==> config.mk <==
export PLATFORM = sky130hd
export DESIGN_NAME = instruction_fetch
export DESIGN_NICKNAME = d
export VERILOG_FILES = /design/src/rtl/instruction_fetch.sv
export SDC_FILE = /design/constraint.sdc
export NUM_CORES = 1
export LEC_CHECK = 0
export BUFFER_PORTS_ARGS = -buffer_cell sky130_fd_sc_hd__buf_2
export CAP_MARGIN = 20
export CORE_ASPECT_RATIO = 0.9
export CORE_UTILIZATION = 50
export CTS_CLUSTER_DIAMETER = 40
export DETAILED_ROUTE_END_ITERATION = 10
export PLACE_DENSITY = 0.72
export SYNTH_ARGS = -nofsm -noshare
export SYNTH_HDL_FRONTEND = slang
export SYNTH_SLANG_ARGS = --single-unit
==> constraint.sdc <==
create_clock -name clk -period 15.4 [get_ports clk]
set_input_delay 3.08 -clock clk [delete_from_list [all_inputs] [get_ports clk]]
set_output_delay 3.08 -clock clk [all_outputs]
set_load 0.05 [all_outputs]
==> src/rtl/instruction_fetch.sv <==
`default_nettype none
// ============================================================================
// Module   : instruction_fetch
// Purpose  : In-order instruction fetch. Issues word reads to instruction
//            memory under a credit limit, buffers returned words with their
//            PCs in a small FIFO for decode, and flushes/discards stale work
//            on redirect.
// Revision : 1.0 - initial release
// ============================================================================
module instruction_fetch #(
   parameter int              XLEN            = 32,
   parameter int              ILEN            = 32,
   parameter logic [XLEN-1:0] RESET_PC        = '0,
   parameter int              FIFO_DEPTH      = 2,
   parameter int              MAX_OUTSTANDING = 2
) (
   input  logic            clk,
   input  logic            rst,
   input  logic            redirect_valid,
   input  logic [XLEN-1:0] redirect_pc,
   output logic            imem_req_valid,
   output logic [XLEN-1:0] imem_req_addr,
   input  logic            imem_req_ready,
   input  logic            imem_resp_valid,
   input  logic [XLEN-1:0] imem_resp_data,
   output logic            instr_valid,
   input  logic            instr_ready,
   output logic [ILEN-1:0] instr_bits,
   output logic [XLEN-1:0] instr_pc,
   output logic            misaligned_fault
);

   localparam int FW = $clog2(FIFO_DEPTH + 1);
   localparam int PW = (FIFO_DEPTH > 1) ? $clog2(FIFO_DEPTH) : 1;
   localparam int OW = $clog2(MAX_OUTSTANDING + 1);
   localparam int QW = (MAX_OUTSTANDING > 1) ? $clog2(MAX_OUTSTANDING) : 1;

   // Architectural state
   logic [XLEN-1:0] fetch_pc;
   logic            fault;
   logic [ILEN-1:0] fifo_bits [FIFO_DEPTH];
   logic [XLEN-1:0] fifo_pc   [FIFO_DEPTH];
   logic [PW-1:0]   rd_ptr;
   logic [PW-1:0]   wr_ptr;
   logic [FW-1:0]   fifo_count;
   logic [XLEN-1:0] pcq [MAX_OUTSTANDING];
   logic [QW-1:0]   q_head;
   logic [QW-1:0]   q_tail;
   logic [OW-1:0]   outstanding;
   logic [OW-1:0]   discard;

   // Per-cycle decisions
   logic credit_ok;
   logic req_valid_int;
   logic accept;
   logic resp_drop;
   logic resp_keep;
   logic resp_any;
   logic push;
   logic pop;

   // Credit check, handshake qualification and response classification
   always_comb begin
      credit_ok     = ((int'(outstanding) + int'(discard) + int'(fifo_count)) < FIFO_DEPTH) &&
                      ((int'(outstanding) + int'(discard)) < MAX_OUTSTANDING);
      req_valid_int = !rst && !redirect_valid && !fault && credit_ok;
      accept        = req_valid_int && imem_req_ready;
      resp_drop     = imem_resp_valid && (discard != '0);
      // A response with no recorded request is spurious and ignored.
      resp_keep     = imem_resp_valid && (discard == '0) && (outstanding != '0);
      resp_any      = resp_drop || resp_keep;
      push          = resp_keep && !redirect_valid;
      pop           = !rst && (fifo_count != '0) && instr_ready && !redirect_valid;
   end

   // Fetch PC, fault flag, request tracking and instruction FIFO
   always_ff @(posedge clk) begin
      if (rst) begin
         fetch_pc    <= RESET_PC;
         fault       <= 1'b0;
         rd_ptr      <= '0;
         wr_ptr      <= '0;
         fifo_count  <= '0;
         q_head      <= '0;
         q_tail      <= '0;
         outstanding <= '0;
         discard     <= '0;
      end else if (redirect_valid) begin
         // Everything in flight becomes stale; the response landing this
         // cycle is already accounted for and is simply dropped.
         fetch_pc    <= redirect_pc;
         fault       <= |redirect_pc[1:0];
         rd_ptr      <= '0;
         wr_ptr      <= '0;
         fifo_count  <= '0;
         q_head      <= '0;
         q_tail      <= '0;
         outstanding <= '0;
         discard     <= discard + outstanding - OW'(resp_any);
      end else begin
         if (accept) begin
            fetch_pc    <= fetch_pc + XLEN'(4);
            pcq[q_tail] <= fetch_pc;
            q_tail      <= (q_tail == QW'(MAX_OUTSTANDING - 1)) ? '0 : q_tail + QW'(1);
         end
         if (resp_keep) begin
            q_head <= (q_head == QW'(MAX_OUTSTANDING - 1)) ? '0 : q_head + QW'(1);
         end
         outstanding <= outstanding + OW'(accept) - OW'(resp_keep);
         if (resp_drop) begin
            discard <= discard - OW'(1);
         end
         if (push) begin
            fifo_bits[wr_ptr] <= imem_resp_data[ILEN-1:0];
            fifo_pc[wr_ptr]   <= pcq[q_head];
            wr_ptr            <= (wr_ptr == PW'(FIFO_DEPTH - 1)) ? '0 : wr_ptr + PW'(1);
         end
         if (pop) begin
            rd_ptr <= (rd_ptr == PW'(FIFO_DEPTH - 1)) ? '0 : rd_ptr + PW'(1);
         end
         fifo_count <= fifo_count + FW'(push) - FW'(pop);
      end
   end

   // Output drive; everything reads as zero while reset is held
   always_comb begin
      imem_req_valid   = req_valid_int;
      imem_req_addr    = rst ? '0 : fetch_pc;
      instr_valid      = !rst && (fifo_count != '0);
      instr_bits       = rst ? '0 : fifo_bits[rd_ptr];
      instr_pc         = rst ? '0 : fifo_pc[rd_ptr];
      misaligned_fault = !rst && fault;
   end

endmodule
`default_nettype wire

# After elaboration in Yosys (flattened, before gate mapping)
# Memories as Yosys holds them, arrays and structs flattened. A register that Yosys moved wholly into a read port is not among the register bits.
# Index checks and enable logic that the tools add are counted.
[op_classes]
n_addsub = 14
mul = 0
div = 0
magnitude_cmp = 2
eq_ne = 0
shift = 0
muxes = 25
bitwise = 0
n_reduce_logical = 25
[ops]
columns = ["cell", "count"]
rows = [
  ["2-to-1 mux 32 bit", 5],
  ["adder 32 x 3 -> 32 bit", 1],
  ["adder 32 x 3 -> 32 bit, second input constant", 1],
  ["< comparator 32 x 3 -> 1 bit, second input constant", 1],
  ["2-to-1 mux 1 bit", 18],
  ["logical AND 1 bit", 13],
  ["nonzero test 2 bit", 5],
  ["subtractor 2 x 1 -> 2 bit", 3],
  ["adder 1 bit, second input constant", 4],
  ["adder 2 x 1 -> 2 bit", 2],
  ["2-to-1 mux 2 bit", 2],
  ["OR reduction 2 bit", 2],
  ["adder 2 x 2 -> 3 bit", 1],
  ["logical NOT 1 bit", 3],
  ["< comparator 3 x 2 -> 1 bit, second input constant", 1],
  ["adder 2 bit", 1],
  ["logical NOT 2 bit", 1],
  ["subtractor 2 x 1 -> 2 bit, second input constant", 1],
  ["logical OR 1 bit", 1],
]
[word_totals]
ff_bits = 43
latchBits = 0
ramBits = 192
mem_bits_ro = 0
out_inout_bits = 99
wordCells = 78
memories = 3
[memory_table]
columns = ["memory", "words", "word_bits", "read_ports", "rd_ports_with_merged_regs", "write_ports", "line_no", "rtl"]
rows = [
  ["fifo_bits", 2, 32, 1, 1, 1, "41", "logic [ILEN-1:0] fifo_bits [FIFO_DEPTH];"],
  ["fifo_pc", 2, 32, 1, 1, 1, "42", "logic [XLEN-1:0] fifo_pc [FIFO_DEPTH];"],
  ["pcq", 2, 32, 1, 1, 1, "46", "logic [XLEN-1:0] pcq [MAX_OUTSTANDING];"],
]

# Depth between registers and ports, before layout
# Gate-level depths: netlist of run 1.
[depth]
ltp_word = 10
depth_mapped = 12
ltp_nobuf = 11

# Least setup slack after synthesis of run 1
# No wires, ideal clock.
[synth_timing]
path_type = "in2reg"
from = "input port rst"
to = "memory fifo_bits[1][0], enable pin"
setup_time_ns = 0.564
t_arrival_ns = 8.103
slack_ns = 6.733
stages = 4
cell_sequence = "buf_6 > or2_2 > clkbuf_1 > nor3_1"
[synth_via]
elab_chain_len = 2
[synth_rtl]
columns = ["item", "line_no", "rtl"]
rows = [
  ["start, declared", "18", "input logic rst,"],
  ["2-to-1 mux 1 bit", "78", "if (rst) begin"],
  ["2-to-1 mux 1 bit (not written as such)", "114", "fifo_bits[wr_ptr] <= imem_resp_data[ILEN-1:0];"],
  ["end, declared", "41", ""],
]
# No other way between the ends.

# Worst setup path in the final report of run 1
[layout_timing]
from = "input port rst"
to = "output port imem_req_addr[15]"
[layout_via]
elab_chain_len = 1
[layout_rtl]
columns = ["item", "line_no", "rtl"]
rows = [
  ["2-to-1 mux 32 bit", "128", "imem_req_addr = rst ? '0 : fetch_pc;"],
  ["end, declared", "22", "output logic [XLEN-1:0] imem_req_addr,"],
]
# No other way between the ends.

==> results_dict.tcl, run 1 <==
set metrics [dict create \
    synth.avg_cell_area_sq_um 13.5 \
    die_h_um 135 \
    grt_first_pass_wirelength_um 31500 \
    fillCellCount 1489 \
    worst_pin_slew_ns 1.03 \
    p_leak_nw 4.44 \
    wirelength_um 20400 \
    drt_iter0_drc 415 \
    rsz0062_at_grt "no" \
    path_class "input pin to output pin" \
    syn_nets 814 \
    antenna_left 0 \
    synth-edff-count 192 \
    core_area_sq_um 19300 \
    synth_ff_type "edfxtp_1" \
    clk_pin_slew_worst_paths_ns 0.06 \
    ios 169 \
    placed_cell_area_sq_um 10900 \
    async_flop_share_pct 0 \
    arrival_ns 4.77 \
    yosysWarnings 0 \
    pwr-share-clk_pct 45.8 \
    critPathLaunchType "input pin" \
    grt_max_degree 83 \
    switching_share_pct 23.7 \
    seq_area_frac_synth_pct 67.5 \
    fmax_mhz 127 \
    final_nets 986 \
    internal-power_w 0.00118 \
    crit_fanout 82 \
    gr-total-overflow 0 \
    synth_cell_types 48 \
    fin_crit_ns 7.85 \
    start_util_pct 51.2 \
    switching_power_w 0.000366 \
    end_kind "output pin" \
    grt_pass1_vias 5870 \
    p_per_area_nw_per_um2 129 \
    die_area_sq_um 20300 \
    row_count 48 \
    hold_ws_ns 0.475 \
    drive_gt1_share_pct 29.5 \
    ctsHoldBuffers 0 \
    finalInstanceArea_sq_um 12000 \
    tritoncts "done" \
    cts_resized 0 \
    avgRoutedWirePerCell_um 17.3 \
    netlist_instances 733 \
    clockRootBuffer "clkbuf_16" \
    cts_buffer_depth 3 \
    areaGrowthSynthToFinish_pct 21.7 \
    htreeDepth 1 \
    grt_usage_pct 20.2 \
    slew_headroom_pct 31.0 \
    combPwrFrac_pct 7.6 \
    finalCritPeriodShare_pct 50.9 \
    cts_setup_buffers 0 \
    ys_seq_elements 237 \
    viasPerCell 5.33 \
    skew_ns 0.0135 \
    fp.dieW_um 150 \
    drt-pass1-iter-count 5 \
    final.setup.tns_ns 0 \
    gp_congestion 0.787 \
    clk_latency_ns 0.54 \
    postLayoutCoreUtil_pct 62.4 \
    seqCellArea_sq_um 6670 \
    seq_power_share_pct 46.6 \
    outcome "completed" \
    multi_input_area_sq_um 2990 \
    hold_path_class "flip-flop to flip-flop" \
    drc 0 \
    finalHoldViolations 0 \
    dp_hpwl_um 12700 \
    maxCapViolations 0 \
    cts_buffers 31 \
    vias 6291 \
    port_buffers 168 \
    required_ns 12.32 \
    syn-cell-area_sq_um 9870 \
    final_max_slew_viol_count 0 \
    setup_viol 0 \
    fin_total_pwr_w 0.00155 \
    clock_sinks 237 \
    antenna_found_initial 1 \
    vdd_drop_max_mv 0.0950 \
]
final timing paths:
check | from | end | slack, ns | cells past startpoint
setup / recovery | rst | imem_req_addr[15] | 7.55 | 4
hold / removal | fetch_pc[1] | pcq[1][1] | 0.48 | 0
setup reg to reg | outstanding[0] | fetch_pc[12] | 11.99 | 10
hold reg to reg | fetch_pc[1] | pcq[1][1] | 0.48 | 0
cell families after synthesis:
logic type                 synth area share (%)
AOI/OAI and AO/OA                          4.79
xor gates and xnor gates                   1.77
adders and majority gates                  1.55
buffers and inverters                      2.41
DFF                                        67.5
muxes                                      10.8
and+or+nand+nor                            11.2
synth_stat cells (all sizes together) (2+ instances only):
library cell / instances / area (sq um)
inv: 18 / 67.6
a41oi: 2 / 17.5
or2: 3 / 21.3
and2: 4 / 25.0
o21bai: 2 / 15.0
mux2: 34 / 383
o211ai: 2 / 15.0
edfxtp: 192 / 5770
nor4: 6 / 37.5
and3: 8 / 50.1
nand4b: 3 / 26.3
o21ai: 18 / 90.1
o311ai: 3 / 26.3
xnor2: 12 / 105
fa: 2 / 40.0
or3: 5 / 31.3
nand3: 10 / 50.1
a21o: 2 / 15.0
nand4: 14 / 87.6
buf: 13 / 72.6
clkbuf: 26 / 97.6
a211oi: 6 / 50.1
nand2: 30 / 113
dfxtp: 45 / 901
a21oi: 21 / 105
ha: 9 / 113
mux2i: 68 / 681
xor2: 8 / 70.1
a32oi: 3 / 26.3
nor3: 8 / 56.3
nor2b: 27 / 169
a31oi: 10 / 62.6
a311oi: 2 / 17.5
nor2: 110 / 413
metrics by stage:
step | setup WS [ns] | instances
after detailed placement | 7.54 | 1120
after CTS | 7.53 | 1178
final | 7.55 | 1181
after global placement | 7.58 | 1120
after floorplan | 6.73 | 733
after global routing | 7.41 | 1181
power by group through the flow:
stage               combinational [W]  sequential [W]  clock [W]
detailed placement           0.000116        0.000733          0
finish                       0.000117        0.000720   0.000708
CTS                          0.000117        0.000720   0.000722
global route                 0.000129        0.000721   0.000749
global placement             0.000114        0.000733          0
floorplan                   0.0000868        0.000728          0
layout by cell type (no fill, tap or decap), drive strengths merged, types with 3 or more instances in the layout:
| cell type | instances |
|---|---|
| mux2i | 68 |
| xor2 | 8 |
| or2 | 3 |
| ha | 9 |
| nand3 | 10 |
| clkinv | 8 |
| a32oi | 3 |
| clkbuf | 37 |
| nand2 | 30 |
| nor2 | 110 |
| inv | 25 |
| bufinv | 3 |
| clkinvlp | 3 |
| nor4 | 6 |
| nor3 | 8 |
| nand4b | 3 |
| o21ai | 18 |
| mux2 | 34 |
| and3 | 8 |
| xnor2 | 12 |
| edfxtp | 192 |
| nor2b | 27 |
| buf | 178 |
| a21oi | 21 |
| a211oi | 6 |
| or3 | 5 |
| a31oi | 10 |
| and2 | 4 |
| nand4 | 14 |
| o311ai | 3 |
| dfxtp | 45 |
metal layers:
| metal | global-route usage, % | share of wire [%] | vias up |
|---|---|---|---|
| met1 | 27.7 | 44 | 2967 |
| met3 | 3.43 | 6.7 | 39 |
| met4 | 6.00 | 2.3 | 0 |
| met2 | 33.1 | 47 | 237 |
| li1 | - | - | 3048 |
| met5 | 0 | 0 | - |
state kept, by name (all words and copies together), names as in the netlist, named ones only:
register and flops:
fault 1, discard 2, pcq 64, wr_ptr 1
fifo_bits 64, rd_ptr 1, fifo_pc 64, fifo_count 2
q_head 1, q_tail 1, fetch_pc 32, outstanding 2
worst max-delay path: stages:
cell and delay, ns:
buf_4 0.44, buf_4 0.76, nor2b_1 0.18, buf_2 0.26
area by class of cell:
class                           count  share of cell area, %
Sequential cell                   237                   55.5
Multi-Input combinational cell    439                   24.9
Timing Repair Buffer              178                   7.72
Clock buffer                       37                   6.72
Tap cell                          250                   2.60
Clock inverter                     21                   2.03
Inverter                           18                  0.562
Antenna cell                        1                 0.0208
Note: power is estimated with default switching activity, not from simulation.
==> inputs of run 2 (changes only) <==
==> constraint.sdc (replaced) <==
create_clock -name clk -period 7.3 [get_ports clk]
set_input_delay 1.46 -clock clk [delete_from_list [all_inputs] [get_ports clk]]
set_output_delay 1.46 -clock clk [all_outputs]
set_load 0.05 [all_outputs]
==> results_dict.tcl, run 2 (synthesis results as in run 1) <==
set metrics [dict create \
    vdd_drop_max_mv 0.179 \
    drc 0 \
    crit_fanout 77 \
    hold_start "fetch_pc[1]" \
    internal-power_w 0.00255 \
    path_class "input pin to output pin" \
    antenna_found_initial 1 \
    whs_path_depth 0 \
    cts_setup_buffers 0 \
    viasPerCell 5.40 \
    finalInstanceArea_sq_um 12100 \
    grt_usage_pct 20.3 \
    p_per_area_nw_per_um2 276 \
    setup_ws_ns 2.68 \
    drt_iter0_drc 437 \
    top_usage_layer "met2" \
    htreeDepth 1 \
    fp.dieW_um 150 \
    reg2reg_depth 10 \
    hold_path_class "flip-flop to flip-flop" \
    reg.largest.list "fifo_bits: 64 flops, fifo_pc: 64 flops, pcq: 64 flops" \
    placed_cell_area_sq_um 10900 \
    postLayoutCoreUtil_pct 62.6 \
    rrSetupSlack_ns 3.84 \
    cts_buffers 30 \
    avgRoutedWirePerCell_um 17.5 \
    gr-total-overflow 0 \
    ios 169 \
    pwr-share-clk_pct 47.0 \
    required_ns 5.84 \
    setup_viol 0 \
    dp_hpwl_um 12700 \
    gp_congestion 0.801 \
    tritoncts "done" \
    cts_resized 0 \
    final_max_slew_viol_count 0 \
    finalCritPeriodShare_pct 63.2 \
    slew_headroom_pct 31.4 \
    fin_crit_ns 4.62 \
    end_kind "output pin" \
    dp_slack_ns 2.69 \
    final_nets 985 \
    critPathLaunchType "input pin" \
    port_buffers 168 \
    finalHoldViolations 0 \
    maxCapViolations 0 \
    outcome "completed" \
    worstReg2RegEnd "fetch_pc[29]" \
    critPathMostFrequentCell "buf_4" \
    timing.rr.start "outstanding[0]" \
    fmax_mhz 217 \
    grt_pass1_vias 5940 \
    grt_first_pass_wirelength_um 31600 \
    drive_gt1_share_pct 29.7 \
    grt_max_degree 78 \
    start_util_pct 51.2 \
    switching_power_w 0.000781 \
    cts_buffer_depth 3 \
    skew_ns 0.0119 \
    seq_power_share_pct 45.5 \
    die_area_sq_um 20300 \
    ctsHoldBuffers 0 \
    clock_sinks 237 \
    met1_usage_pct 27.7 \
    combPwrFrac_pct 7.5 \
    rsz0062_at_grt "no" \
    arrival_ns 3.16 \
    crit_slowest_cell "buf_4" \
    fin_total_pwr_w 0.00334 \
    die_h_um 135 \
    holdPathEnd "pcq[0][1]" \
    slowest_delay_ns 0.73 \
    wirelength_um 20600 \
    vias 6364 \
    clk_pin_slew_worst_paths_ns 0.06 \
    p_leak_nw 4.48 \
    clk_latency_ns 0.54 \
    core_area_sq_um 19300 \
    grt_util_met2_pct 32.5 \
    switching_share_pct 23.4 \
    layout_commonest_cell "edfxtp_1" \
    crit_chain "buf_4 -> buf_4 -> nor2b_1 -> buf_2" \
    worst_pin_slew_ns 1.02 \
    areaGrowthSynthToFinish_pct 22.3 \
    final.setup.tns_ns 0 \
    antenna_left 0 \
    drt-pass1-iter-count 5 \
    row_count 48 \
    most-common-layout-cells "edfxtp_1, buf_2, nor2_1, mux2i_1, dfxtp_1" \
    clockRootBuffer "clkbuf_16" \
    grtUsageMet3_pct 3.50 \
    fillCellCount 1492 \
]
run 2: worst max-delay path by stage:
| stage | startpoint | endpoint | cells past startpoint |
|---|---|---|---|
| 6_report | rst | imem_req_addr[16] | 4 |
| 5_1_grt | rst | imem_req_addr[16] | 4 |
| 4_1_cts | rst | imem_req_addr[16] | 4 |
| 3_5_place_dp | rst | imem_req_addr[16] | 4 |
| 3_3_place_gp | rst | instr_pc[14] | 4 |
| 2_1_floorplan | rst | fifo_bits[1][0] | 4 |
run 2: per-stage QoR:
stage	std cells	hold slack (ns)
finish	1179	0.477
global route	1179	0.521
CTS	1176	0.479
detailed placement	1120	0.465
global placement	1120	0.460
floorplan	733	0.420
run 2: power by group through the flow:
| stage | Sequential (W) | Combinational (W) | Clock [W] |
|---|---|---|---|
| after floorplan | 0.00154 | 0.000183 | 0 |
| after global placement | 0.00155 | 0.000240 | 0 |
| after detailed placement | 0.00155 | 0.000245 | 0 |
| after CTS | 0.00152 | 0.000249 | 0.00159 |
| after global routing | 0.00152 | 0.000273 | 0.00164 |
| final | 0.00152 | 0.000250 | 0.00157 |
run 2: layout make-up:
| type | instances | area [sq um] | share of cell area, % |
|---|---|---|---|
| antenna | 1 | 2.50 | 0.0207 |
| clock buffer | 36 | 803 | 6.65 |
| clock inverter | 20 | 298 | 2.47 |
| inverter | 18 | 67.6 | 0.559 |
| multi-input combinational | 439 | 2990 | 24.7 |
| sequential | 237 | 6670 | 55.2 |
| tap | 250 | 313 | 2.59 |
| timing repair buffer | 178 | 936 | 7.75 |
run 2: critical path, delay by kind of cell:
kind                   cells  cell delay (ns)
and+or+nand+nor            1             0.17
buffers and inverters      3             1.48
run 2: metal layers:
metal / part of all wire [%] / up-vias
li1: - / 3039
met1: 44 / 3031
met2: 46 / 242
met3: 6.4 / 52
met4: 3.3 / 0
met5: 0 / -
